### src/rtl/ac_motor_svm_time_calc.sv
// Space-vector dwell-time calculator: one shared multiplier sequenced by an FSM,
// with minimum-pulse dropping, overmodulation clamping and a per-result saturation flag.
module ac_motor_svm_time_calc #(
    parameter int W      = 12,
    parameter int TW     = 15,
    parameter int PERIOD = 20000,
    parameter int TMIN   = 0
) (
    input  logic          clk,
    input  logic          reset,
    input  logic          start,
    input  logic [W-1:0]  u_str,
    input  logic [W-1:0]  sine_pos,
    input  logic [W-1:0]  sine_neg,
    input  logic [2:0]    sector,
    output logic          busy,
    output logic          done,
    output logic [TW-1:0] t0,
    output logic [TW-1:0] t1,
    output logic [TW-1:0] t2,
    output logic [TW-1:0] t7,
    output logic [2:0]    sector_out,
    output logic          sat
);

    localparam int BW = (W > TW) ? W : TW;
    localparam int PW = W + BW;
    localparam logic [TW-1:0] PERIOD_T = TW'(PERIOD);
    localparam logic [TW-1:0] TMIN_T   = TW'(TMIN);
    localparam logic [TW-1:0] T0_RST   = TW'(PERIOD - PERIOD / 2);
    localparam logic [TW-1:0] T7_RST   = TW'(PERIOD / 2);

    typedef enum logic [2:0] {
        S_IDLE   = 3'd0,
        S_MUL_A1 = 3'd1,
        S_MUL_B1 = 3'd2,
        S_MUL_A2 = 3'd3,
        S_MUL_B2 = 3'd4,
        S_ADJ    = 3'd5,
        S_SPLIT  = 3'd6
    } state_t;

    state_t state_q, state_d;

    logic [W-1:0]  u_q, u_d, sp_q, sp_d, sn_q, sn_d, a_q, a_d;
    logic [2:0]    sec_q, sec_d, sector_out_q, sector_out_d;
    logic [TW-1:0] t1r_q, t1r_d, t2r_q, t2r_d;
    logic          satr_q, satr_d, sat_q, sat_d, done_q, done_d;
    logic [TW-1:0] t0_q, t0_d, t1_q, t1_d, t2_q, t2_d, t7_q, t7_d;

    logic [W-1:0]  mul_a_s;
    logic [BW-1:0] mul_b_s, mul_hi_s;
    logic [PW-1:0] mul_p_s;
    logic          t1_below_s, t2_below_s;
    logic [TW-1:0] t1_drop_s, t2_drop_s, z_s, half_s;
    logic [TW:0]   sum_s;

    // State register
    always_ff @(posedge clk or posedge reset) begin
        if (reset) begin
            state_q <= S_IDLE;
        end else begin
            state_q <= state_d;
        end
    end

    // Next-state logic: fixed one-state-per-cycle sequence after an accepted start
    always_comb begin
        state_d = S_IDLE;
        case (state_q)
            S_IDLE: begin
                if (start) begin
                    state_d = S_MUL_A1;
                end else begin
                    state_d = S_IDLE;
                end
            end
            S_MUL_A1: state_d = S_MUL_B1;
            S_MUL_B1: state_d = S_MUL_A2;
            S_MUL_A2: state_d = S_MUL_B2;
            S_MUL_B2: state_d = S_ADJ;
            S_ADJ:    state_d = S_SPLIT;
            S_SPLIT:  state_d = S_IDLE;
            default:  state_d = S_IDLE;
        endcase
    end

    // FSM outputs
    always_comb begin
        busy = (state_q != S_IDLE);
    end

    // Shared multiplier operand selection; the upper half is the scaled result
    always_comb begin
        mul_a_s = {W{1'b0}};
        mul_b_s = {BW{1'b0}};
        case (state_q)
            S_MUL_A1: begin
                mul_a_s = u_q;
                mul_b_s = BW'(sp_q);
            end
            S_MUL_A2: begin
                mul_a_s = u_q;
                mul_b_s = BW'(sn_q);
            end
            S_MUL_B1, S_MUL_B2: begin
                mul_a_s = a_q;
                mul_b_s = BW'(PERIOD_T);
            end
            default: begin
                mul_a_s = {W{1'b0}};
                mul_b_s = {BW{1'b0}};
            end
        endcase
        mul_p_s  = PW'(mul_a_s) * PW'(mul_b_s);
        mul_hi_s = BW'(mul_p_s >> W);
    end

    // Adjust and split arithmetic; the borrow of t - TMIN flags a too-short pulse
    always_comb begin
        t1_below_s = |(({1'b0, t1r_q} - {1'b0, TMIN_T}) >> TW);
        t2_below_s = |(({1'b0, t2r_q} - {1'b0, TMIN_T}) >> TW);
        t1_drop_s  = t1_below_s ? {TW{1'b0}} : t1r_q;
        t2_drop_s  = t2_below_s ? {TW{1'b0}} : t2r_q;
        sum_s      = {1'b0, t1_drop_s} + {1'b0, t2_drop_s};
        z_s        = PERIOD_T - t1r_q - t2r_q;
        half_s     = z_s >> 1;
    end

    // Datapath next-state: latch request, run the multiply sequence, publish in SPLIT
    always_comb begin
        u_d          = u_q;
        sp_d         = sp_q;
        sn_d         = sn_q;
        sec_d        = sec_q;
        a_d          = a_q;
        t1r_d        = t1r_q;
        t2r_d        = t2r_q;
        satr_d       = satr_q;
        t0_d         = t0_q;
        t1_d         = t1_q;
        t2_d         = t2_q;
        t7_d         = t7_q;
        sat_d        = sat_q;
        sector_out_d = sector_out_q;
        done_d       = 1'b0;
        case (state_q)
            S_IDLE: begin
                if (start) begin
                    u_d   = u_str;
                    sp_d  = sine_pos;
                    sn_d  = sine_neg;
                    sec_d = sector;
                end else begin
                    u_d   = u_q;
                end
            end
            S_MUL_A1, S_MUL_A2: a_d   = mul_hi_s[W-1:0];
            S_MUL_B1:           t1r_d = mul_hi_s[TW-1:0];
            S_MUL_B2:           t2r_d = mul_hi_s[TW-1:0];
            S_ADJ: begin
                t1r_d = t1_drop_s;
                // t1 never exceeds PERIOD, so the clamped t2 cannot underflow
                if (sum_s > {1'b0, PERIOD_T}) begin
                    t2r_d  = PERIOD_T - t1_drop_s;
                    satr_d = 1'b1;
                end else begin
                    t2r_d  = t2_drop_s;
                    satr_d = 1'b0;
                end
            end
            S_SPLIT: begin
                t0_d         = z_s - half_s;
                t7_d         = half_s;
                t1_d         = t1r_q;
                t2_d         = t2r_q;
                sat_d        = satr_q;
                sector_out_d = sec_q;
                done_d       = 1'b1;
            end
            default: begin
                done_d = 1'b0;
            end
        endcase
    end

    // Datapath and output registers; reset yields the safe all-zero-vector output
    always_ff @(posedge clk or posedge reset) begin
        if (reset) begin
            u_q          <= {W{1'b0}};
            sp_q         <= {W{1'b0}};
            sn_q         <= {W{1'b0}};
            sec_q        <= 3'd0;
            a_q          <= {W{1'b0}};
            t1r_q        <= {TW{1'b0}};
            t2r_q        <= {TW{1'b0}};
            satr_q       <= 1'b0;
            t0_q         <= T0_RST;
            t1_q         <= {TW{1'b0}};
            t2_q         <= {TW{1'b0}};
            t7_q         <= T7_RST;
            sat_q        <= 1'b0;
            sector_out_q <= 3'd0;
            done_q       <= 1'b0;
        end else begin
            u_q          <= u_d;
            sp_q         <= sp_d;
            sn_q         <= sn_d;
            sec_q        <= sec_d;
            a_q          <= a_d;
            t1r_q        <= t1r_d;
            t2r_q        <= t2r_d;
            satr_q       <= satr_d;
            t0_q         <= t0_d;
            t1_q         <= t1_d;
            t2_q         <= t2_d;
            t7_q         <= t7_d;
            sat_q        <= sat_d;
            sector_out_q <= sector_out_d;
            done_q       <= done_d;
        end
    end

    assign done       = done_q;
    assign t0         = t0_q;
    assign t1         = t1_q;
    assign t2         = t2_q;
    assign t7         = t7_q;
    assign sat        = sat_q;
    assign sector_out = sector_out_q;

endmodule

### config.mk
export PLATFORM = sky130hd
export DESIGN_NAME = ac_motor_svm_time_calc
export DESIGN_NICKNAME = d
export VERILOG_FILES = /design/src/rtl/ac_motor_svm_time_calc.sv
export SDC_FILE = /design/constraint.sdc
export NUM_CORES = 1
export LEC_CHECK = 0
export CORE_MARGIN = 2
export CORE_UTILIZATION = 54
export DETAILED_ROUTE_END_ITERATION = 10
export PLACE_DENSITY = 0.86
export SLEW_MARGIN = 5
export SYNTH_ARGS = -nofsm -noshare
export SYNTH_HDL_FRONTEND = slang
export SYNTH_SLANG_ARGS = --single-unit
### constraint.sdc
create_clock -name clk -period 6.3 [get_ports clk]
set_input_delay 0.63 -clock clk [delete_from_list [all_inputs] [get_ports clk]]
set_output_delay 0.63 -clock clk [all_outputs]
set_load 0.005 [all_outputs]
==> out/metrics.csv, run 1 <==
metric,value,unit
start_util,55.1,%
worstSetupPathType,register to register,
fin_skew,0.0130,ns
rsz0062_at_grt,true,
hold_viol,0,
yosys_register_bits,149,
report.final.slew_viol_count,0,
gp_congestion,0.955,
worstSetupStartpointType,register,
hold_depth,2,
drive_gt1_share,23.1,%
avgSynthCellArea,9.06,µm²
min_from,sec_q[2]$_DFFE_PP0P_,
num_vias,11200,
rrSetupSlack,-0.33,ns
rows,56,
end_kind,register,
dp.final_hpwl,27200,µm
die_x,159,µm
most-common-layout-cells,"nand2_1 (239), inv_1 (175), dfrtp_1 (138)",
worst_pin_slew,1.15,ns
syn_nets,1690,
initialDrtViolationCount,854,
dieArea,0.0252,mm²
wl_per_cell,18.2,µm
status,"complete, but fails checks",
timing.rr.start,state_q[1]$_DFF_PP0_,
root_buffer,clkbuf_16,
timing.rr.end,t2r_q[13]$_DFFE_PP0P_,
clockBufferDepth,2,
track_usage,28.4,%
dr.pass1.iters,7,
diodes,0,
min_period_over_period,105,%
finalCriticalPeriod,6.63,ns
area_delta_synth_final,30.3,%
route.detailed.drc,0,
path_clk_slew,0.07,ns
postCtsHoldBufs,0,
hold_path_class,register to register,
hold_end,sector_out[2]$_DFFE_PP0P_,
synth_top_area_cell,dfrtp_1,
grt_pass1_vias,11400,
drv_cap,0,
cts_tree,done,
synthFlopType,dfrtp_1,
worst_slack,-0.333,ns
synth.top_cell.area_share,26.9,%
cts.sinks,149,
wirelength,36300,µm
fin_nets,1927,
design.core.area,0.0235,mm²
die_h,159,µm
r2r_cells,24,
clk_latency,0.44,ns
yosysUniqueCellTypes,78,
antenna_found_initial,0,
seq_area_frac_synth,28.9,%
grt_max_degree,109,
yosys_warnings,0,
layout_commonest_cell,nand2_1,
relSlewSlack,23.2,%
ant_nets,0,
fmax,0.151,GHz
htreeDepth,4,
synth_edf_count,0,
async_flop_share,100,%
viasPerCell,5.62,
required,6.58,ns
path_max_fanout,6,
gr-total-overflow,0,
numCtsBuffers,17,
grt_pass1_wl,57500,µm
arrival,6.91,ns
setup_viol,7,
synth_cells,1428,
ios,108,
syn_area,0.0129,mm²
fillers,1641,
violations,negative setup slack,
synth.area.top_cells,"dfrtp_1 (27%), fa_1 (17%), ha_1 (11%)",
portBuffers,106,
hold_ws,0.468,ns
## cells by family after synthesis
family,after synthesis,synth area share [%]
flops,149,28.9
compound gates,243,11.9
buf+inv,239,7.05
other cells,1,0.0290
xor+xnor,53,3.59
mux,63,5.41
fa+ha+maj,220,27.7
simple gates,460,15.5
## how the worst max path moves through the flow
| stage | slack (ns) | startpoint | to | cells after the start |
|---|---|---|---|---|
| final | -0.33 | state_q[1]$_DFF_PP0_ | t2r_q[13]$_DFFE_PP0P_ | 24 |
| after floorplan | 0.007 | state_q[1]$_DFF_PP0_ | t2r_q[12]$_DFFE_PP0P_ | 26 |
| after global routing | -0.46 | state_q[1]$_DFF_PP0_ | t2r_q[13]$_DFFE_PP0P_ | 25 |
| after CTS | -0.07 | state_q[1]$_DFF_PP0_ | t2r_q[12]$_DFFE_PP0P_ | 25 |
| after global placement | -0.23 | state_q[1]$_DFF_PP0_ | t2r_q[13]$_DFFE_PP0P_ | 25 |
| after detailed placement | -0.35 | state_q[2]$_DFF_PP0_ | t2r_q[12]$_DFFE_PP0P_ | 25 |
## registers in the layout (all words and copies together) (netlist names), 3 cells and up
signal / flops
sp_q: 12
sector_out: 3
u_q: 12
state_q: 3
sec_q: 3
t0: 15
t2r_q: 15
t1: 15
t2: 15
a_q: 12
sn_q: 12
t1r_q: 15
t7: 14
## metal layers
layer	global-route usage [%]	vias to the layer above	part of all wire, %
met4	10.4	0	3.2
met3	3.61	89	5.2
li1	-	5161	-
met1	35.6	5551	40
met2	50.4	426	51
met5	0	-	0
## synthesized netlist by cell type, drive strengths merged, types with 4 or more instances
cell	instances
a211oi	5
a21boi	5
a21o	21
a21oi	46
a22oi	6
a31oi	7
and2	10
and3	15
buf	8
clkbuf	43
dfrtp	139
dfstp	10
fa	110
ha	110
inv	188
mux2	49
mux2i	14
nand2	248
nand2b	11
nand3	16
nor2	101
nor2b	9
nor3	27
nor4	6
o21a	6
o21ai	108
o21bai	4
o31ai	6
or2	6
xnor2	25
xor2	28
## layout make-up
class | instances | area (µm²) | share of cell area [%]
Clock buffer | 19 | 433 | 2.57
Clock inverter | 13 | 171 | 1.02
Inverter | 188 | 713 | 4.23
Multi-Input combinational cell | 1040 | 8900 | 52.8
Sequential cell | 149 | 3740 | 22.2
Tap cell | 319 | 399 | 2.37
Timing Repair Buffer | 269 | 2500 | 14.9
## worst max-delay path, cell delays in order, from the launching register on
cell,delay [ns]
dfrtp_2,0.44
xor2_2,0.20
buf_6,0.15
and2_4,0.17
bufbuf_16,0.26
or2_4,0.28
buf_4,0.16
nand2_1,0.07
fa_1,0.46
fa_1,0.53
inv_1,0.05
ha_1,0.30
fa_1,0.48
fa_1,0.57
ha_4,0.22
o21ai_0,0.08
o21bai_1,0.16
a21oi_1,0.19
nand3_2,0.14
o311a_1,0.35
a311o_1,0.33
a21o_1,0.25
a211oi_2,0.28
a2bb2oi_1,0.23
mux2i_1,0.10
## repair_timing
item,CTS,global route
endpoints found under the setup margin,27,32
resized for setup,100,62
buffers inserted,12,13
pin swaps,57,29
cloned,3,0
## through the flow
stage               instance area [µm²]  worst slack, ns  TNS [ns]  std cells  util, %
finish                            16900           -0.333     -1.32       1997     71.8
global route                      16900           -0.455     -3.38       1997     71.8
CTS                               16500          -0.0677    -0.243       1985     70.4
detailed placement                15300           -0.347     -4.31       1938     65.2
global placement                  15300           -0.226     -1.35       1938     65.2
floorplan                         13000          0.00711         0       1428        -
Power of run 1 is left out: the tool's default activity adds up to more than one toggle a clock period on the data nets, which glitch-free logic cannot reach.
==> inputs of run 2 (changes only) <==
--- a/config.mk
+++ b/config.mk
@@ -5,10 +5,12 @@
 export SDC_FILE = /design/constraint.sdc
 export NUM_CORES = 1
 export LEC_CHECK = 0
+export CELL_PAD_IN_SITES_DETAIL_PLACEMENT = 0
+export CELL_PAD_IN_SITES_GLOBAL_PLACEMENT = 1
 export CORE_MARGIN = 2
-export CORE_UTILIZATION = 54
+export CORE_UTILIZATION = 30
 export DETAILED_ROUTE_END_ITERATION = 10
-export PLACE_DENSITY = 0.86
+export PLACE_DENSITY = 0.67
 export SLEW_MARGIN = 5
 export SYNTH_ARGS = -nofsm -noshare
 export SYNTH_HDL_FRONTEND = slang
==> run 2 against run 1 <==
The run still ends with negative setup slack left. Critical path depth increased by 1. Register-to-register slack improved by 0.22 ns. First-iteration DRC count shrank 39%. Maximum frequency is 3.5% higher. Largest cell class unchanged. Highest routed layer unchanged.
==> out/metrics.csv, run 2 (synthesized netlist as in run 1, its figures left out) <==
metric,value,unit,change
required,6.57,ns,about the same
setup_viol,2,,-5
gp_congestion,0.916,,-4.0%
dr.pass1.iters,7,,unchanged
diodes,0,,unchanged
initialDrtViolationCount,525,,-39%
dieArea,0.0448,mm²,+78%
cts.sinks,149,,unchanged
relSlewSlack,21.4,%,-1.9 points
num_vias,10600,,-5.5%
r2r_cells,25,,+4.2%
wirelength,37300,µm,+2.6%
drv_cap,0,,unchanged
arrival,6.68,ns,-0.23 ns
min_period_over_period,102,%,-3.5 points
rows,76,,+36%
layout_commonest_cell,nand2_1,,
root_buffer,clkbuf_16,,
hold_viol,0,,unchanged
start_util,30.2,%,-25 points
min_from,sat$_DFFE_PP0P_,,
timing.rr.end,t2r_q[13]$_DFFE_PP0P_,,
die_x,212,µm,+33%
portBuffers,106,,unchanged
end_kind,register,,
finalCriticalPeriod,6.41,ns,-0.223 ns
rsz0062_at_grt,true,,
grt_pass1_wl,59500,µm,+3.5%
place_area,0.0156,mm²,+1.7%
ant_nets,0,,unchanged
path_clk_slew,0.06,ns,about the same
worstSetupPathType,register to register,,
area_delta_synth_final,32.9,%,
fmax,0.156,GHz,+3.5%
clk_latency,0.44,ns,about the same
cts_tree,done,,
most-common-layout-cells,"nand2_1 (237), inv_1 (178), buf_4 (151)",,
fin_nets,1934,,+0.36%
die_h,212,µm,+33%
worstSetupStartpointType,register,,
maxUsedRoutingLayer,met4,,
viasPerCell,4.75,,-15%
pre_cts_ws,-0.503,ns,-0.156 ns
fin_skew,0.0194,ns,+0.00635 ns
design.core.area,0.0428,mm²,+82%
fin_cells,2231,,+12%
numCtsBuffers,17,,unchanged
track_usage,17.2,%,-11 points
wl_met3,1120,µm,-41%
dp.final_hpwl,30000,µm,+10%
worst_slack,-0.109,ns,+0.223 ns
route.met2.wl,17500,µm,-6.0%
timing.rr.start,state_q[2]$_DFF_PP0_,,
antenna_found_initial,0,,unchanged
clockBufferDepth,2,,unchanged
hold_path_class,register to register,,
violations,negative setup slack,,
wl_per_cell,16.7,µm,-8.2%
ios,108,,unchanged
gr-total-overflow,0,,unchanged
crit_top_cell,fa_2,,
rrSetupSlack,-0.11,ns,+0.22 ns
drive_gt1_share,24.0,%,+0.91 points
grt_max_degree,96,,-12%
wirelength_met1,17800,µm,+22%
report.final.slew_viol_count,0,,unchanged
status,"complete, but fails checks",,
critPathMaxStageDelay,0.59,ns,+0.02 ns
grt_pass1_vias,10800,,-5.3%
route.detailed.drc,0,,unchanged
hold_end,sat$_DFFE_PP0P_,,
slowest_stage,fa_2,,
hold_depth,2,,unchanged
dp.cells,2165,,+12%
path_max_fanout,6,,unchanged
htreeDepth,4,,unchanged
final_area,0.0172,mm²,+2.0%
worst_pin_slew,1.18,ns,+0.0253 ns
run 2: timing repair:
action                                  in CTS  in global routing
resized for setup                          115                 65
endpoints found under the setup margin      24                 38
pin swaps                                   73                 36
hold buffers                                 0                  0
cloned                                       1                  0
buffers inserted                            23                 13
run 2: layout make-up:
| class | count | area [µm²] |
|---|---|---|
| Multi-Input combinational cell | 1040 | 8990 |
| Inverter | 188 | 713 |
| Sequential cell | 149 | 3740 |
| Timing Repair Buffer | 276 | 2460 |
| Clock inverter | 11 | 139 |
| Tap cell | 546 | 683 |
| Clock buffer | 21 | 470 |
| Fill cell | 4269 | 25600 |
run 2: worst max-delay path by stage:
stage,startpoint,end,slack (ns),depth (start not counted)
6_report,state_q[2]$_DFF_PP0_,t2r_q[13]$_DFFE_PP0P_,-0.11,25
5_1_grt,state_q[2]$_DFF_PP0_,t2r_q[13]$_DFFE_PP0P_,-0.40,27
4_1_cts,state_q[1]$_DFF_PP0_,t2r_q[13]$_DFFE_PP0P_,-0.13,24
3_5_place_dp,state_q[1]$_DFF_PP0_,t2r_q[13]$_DFFE_PP0P_,-0.50,26
3_3_place_gp,state_q[2]$_DFF_PP0_,t2r_q[13]$_DFFE_PP0P_,-0.51,25
2_1_floorplan,state_q[1]$_DFF_PP0_,t2r_q[12]$_DFFE_PP0P_,0.007,26
run 2: metal layers:
layer | track usage [%] | vias to the layer above
met5 | 0 | -
met4 | 4.98 | 0
met3 | 2.27 | 43
met2 | 28.4 | 225
met1 | 23.5 | 5164
li1 | - | 5176
run 2: worst max-delay path, delay by kind of cell, from the launching register on:
kind / cells / cell delay [ns]
mux: 1 / 0.08
flops: 1 / 0.43
xor+xnor: 1 / 0.27
buf+inv: 5 / 0.70
compound gates: 8 / 1.48
fa+ha+maj: 6 / 2.77
simple gates: 4 / 0.54
run 2: through the flow:
step / TNS [ns] / hold slack, ns / utilization, %
finish: -0.133 / 0.476 / 40.2
detailed placement: -5.83 / 0.462 / 36.4
floorplan: 0 / 0.435 / -
global route: -3.27 / 0.496 / 40.2
CTS: -0.661 / 0.481 / 39.5
global placement: -5.03 / 0.453 / 36.4
Power of run 2 is left out for the same reason.
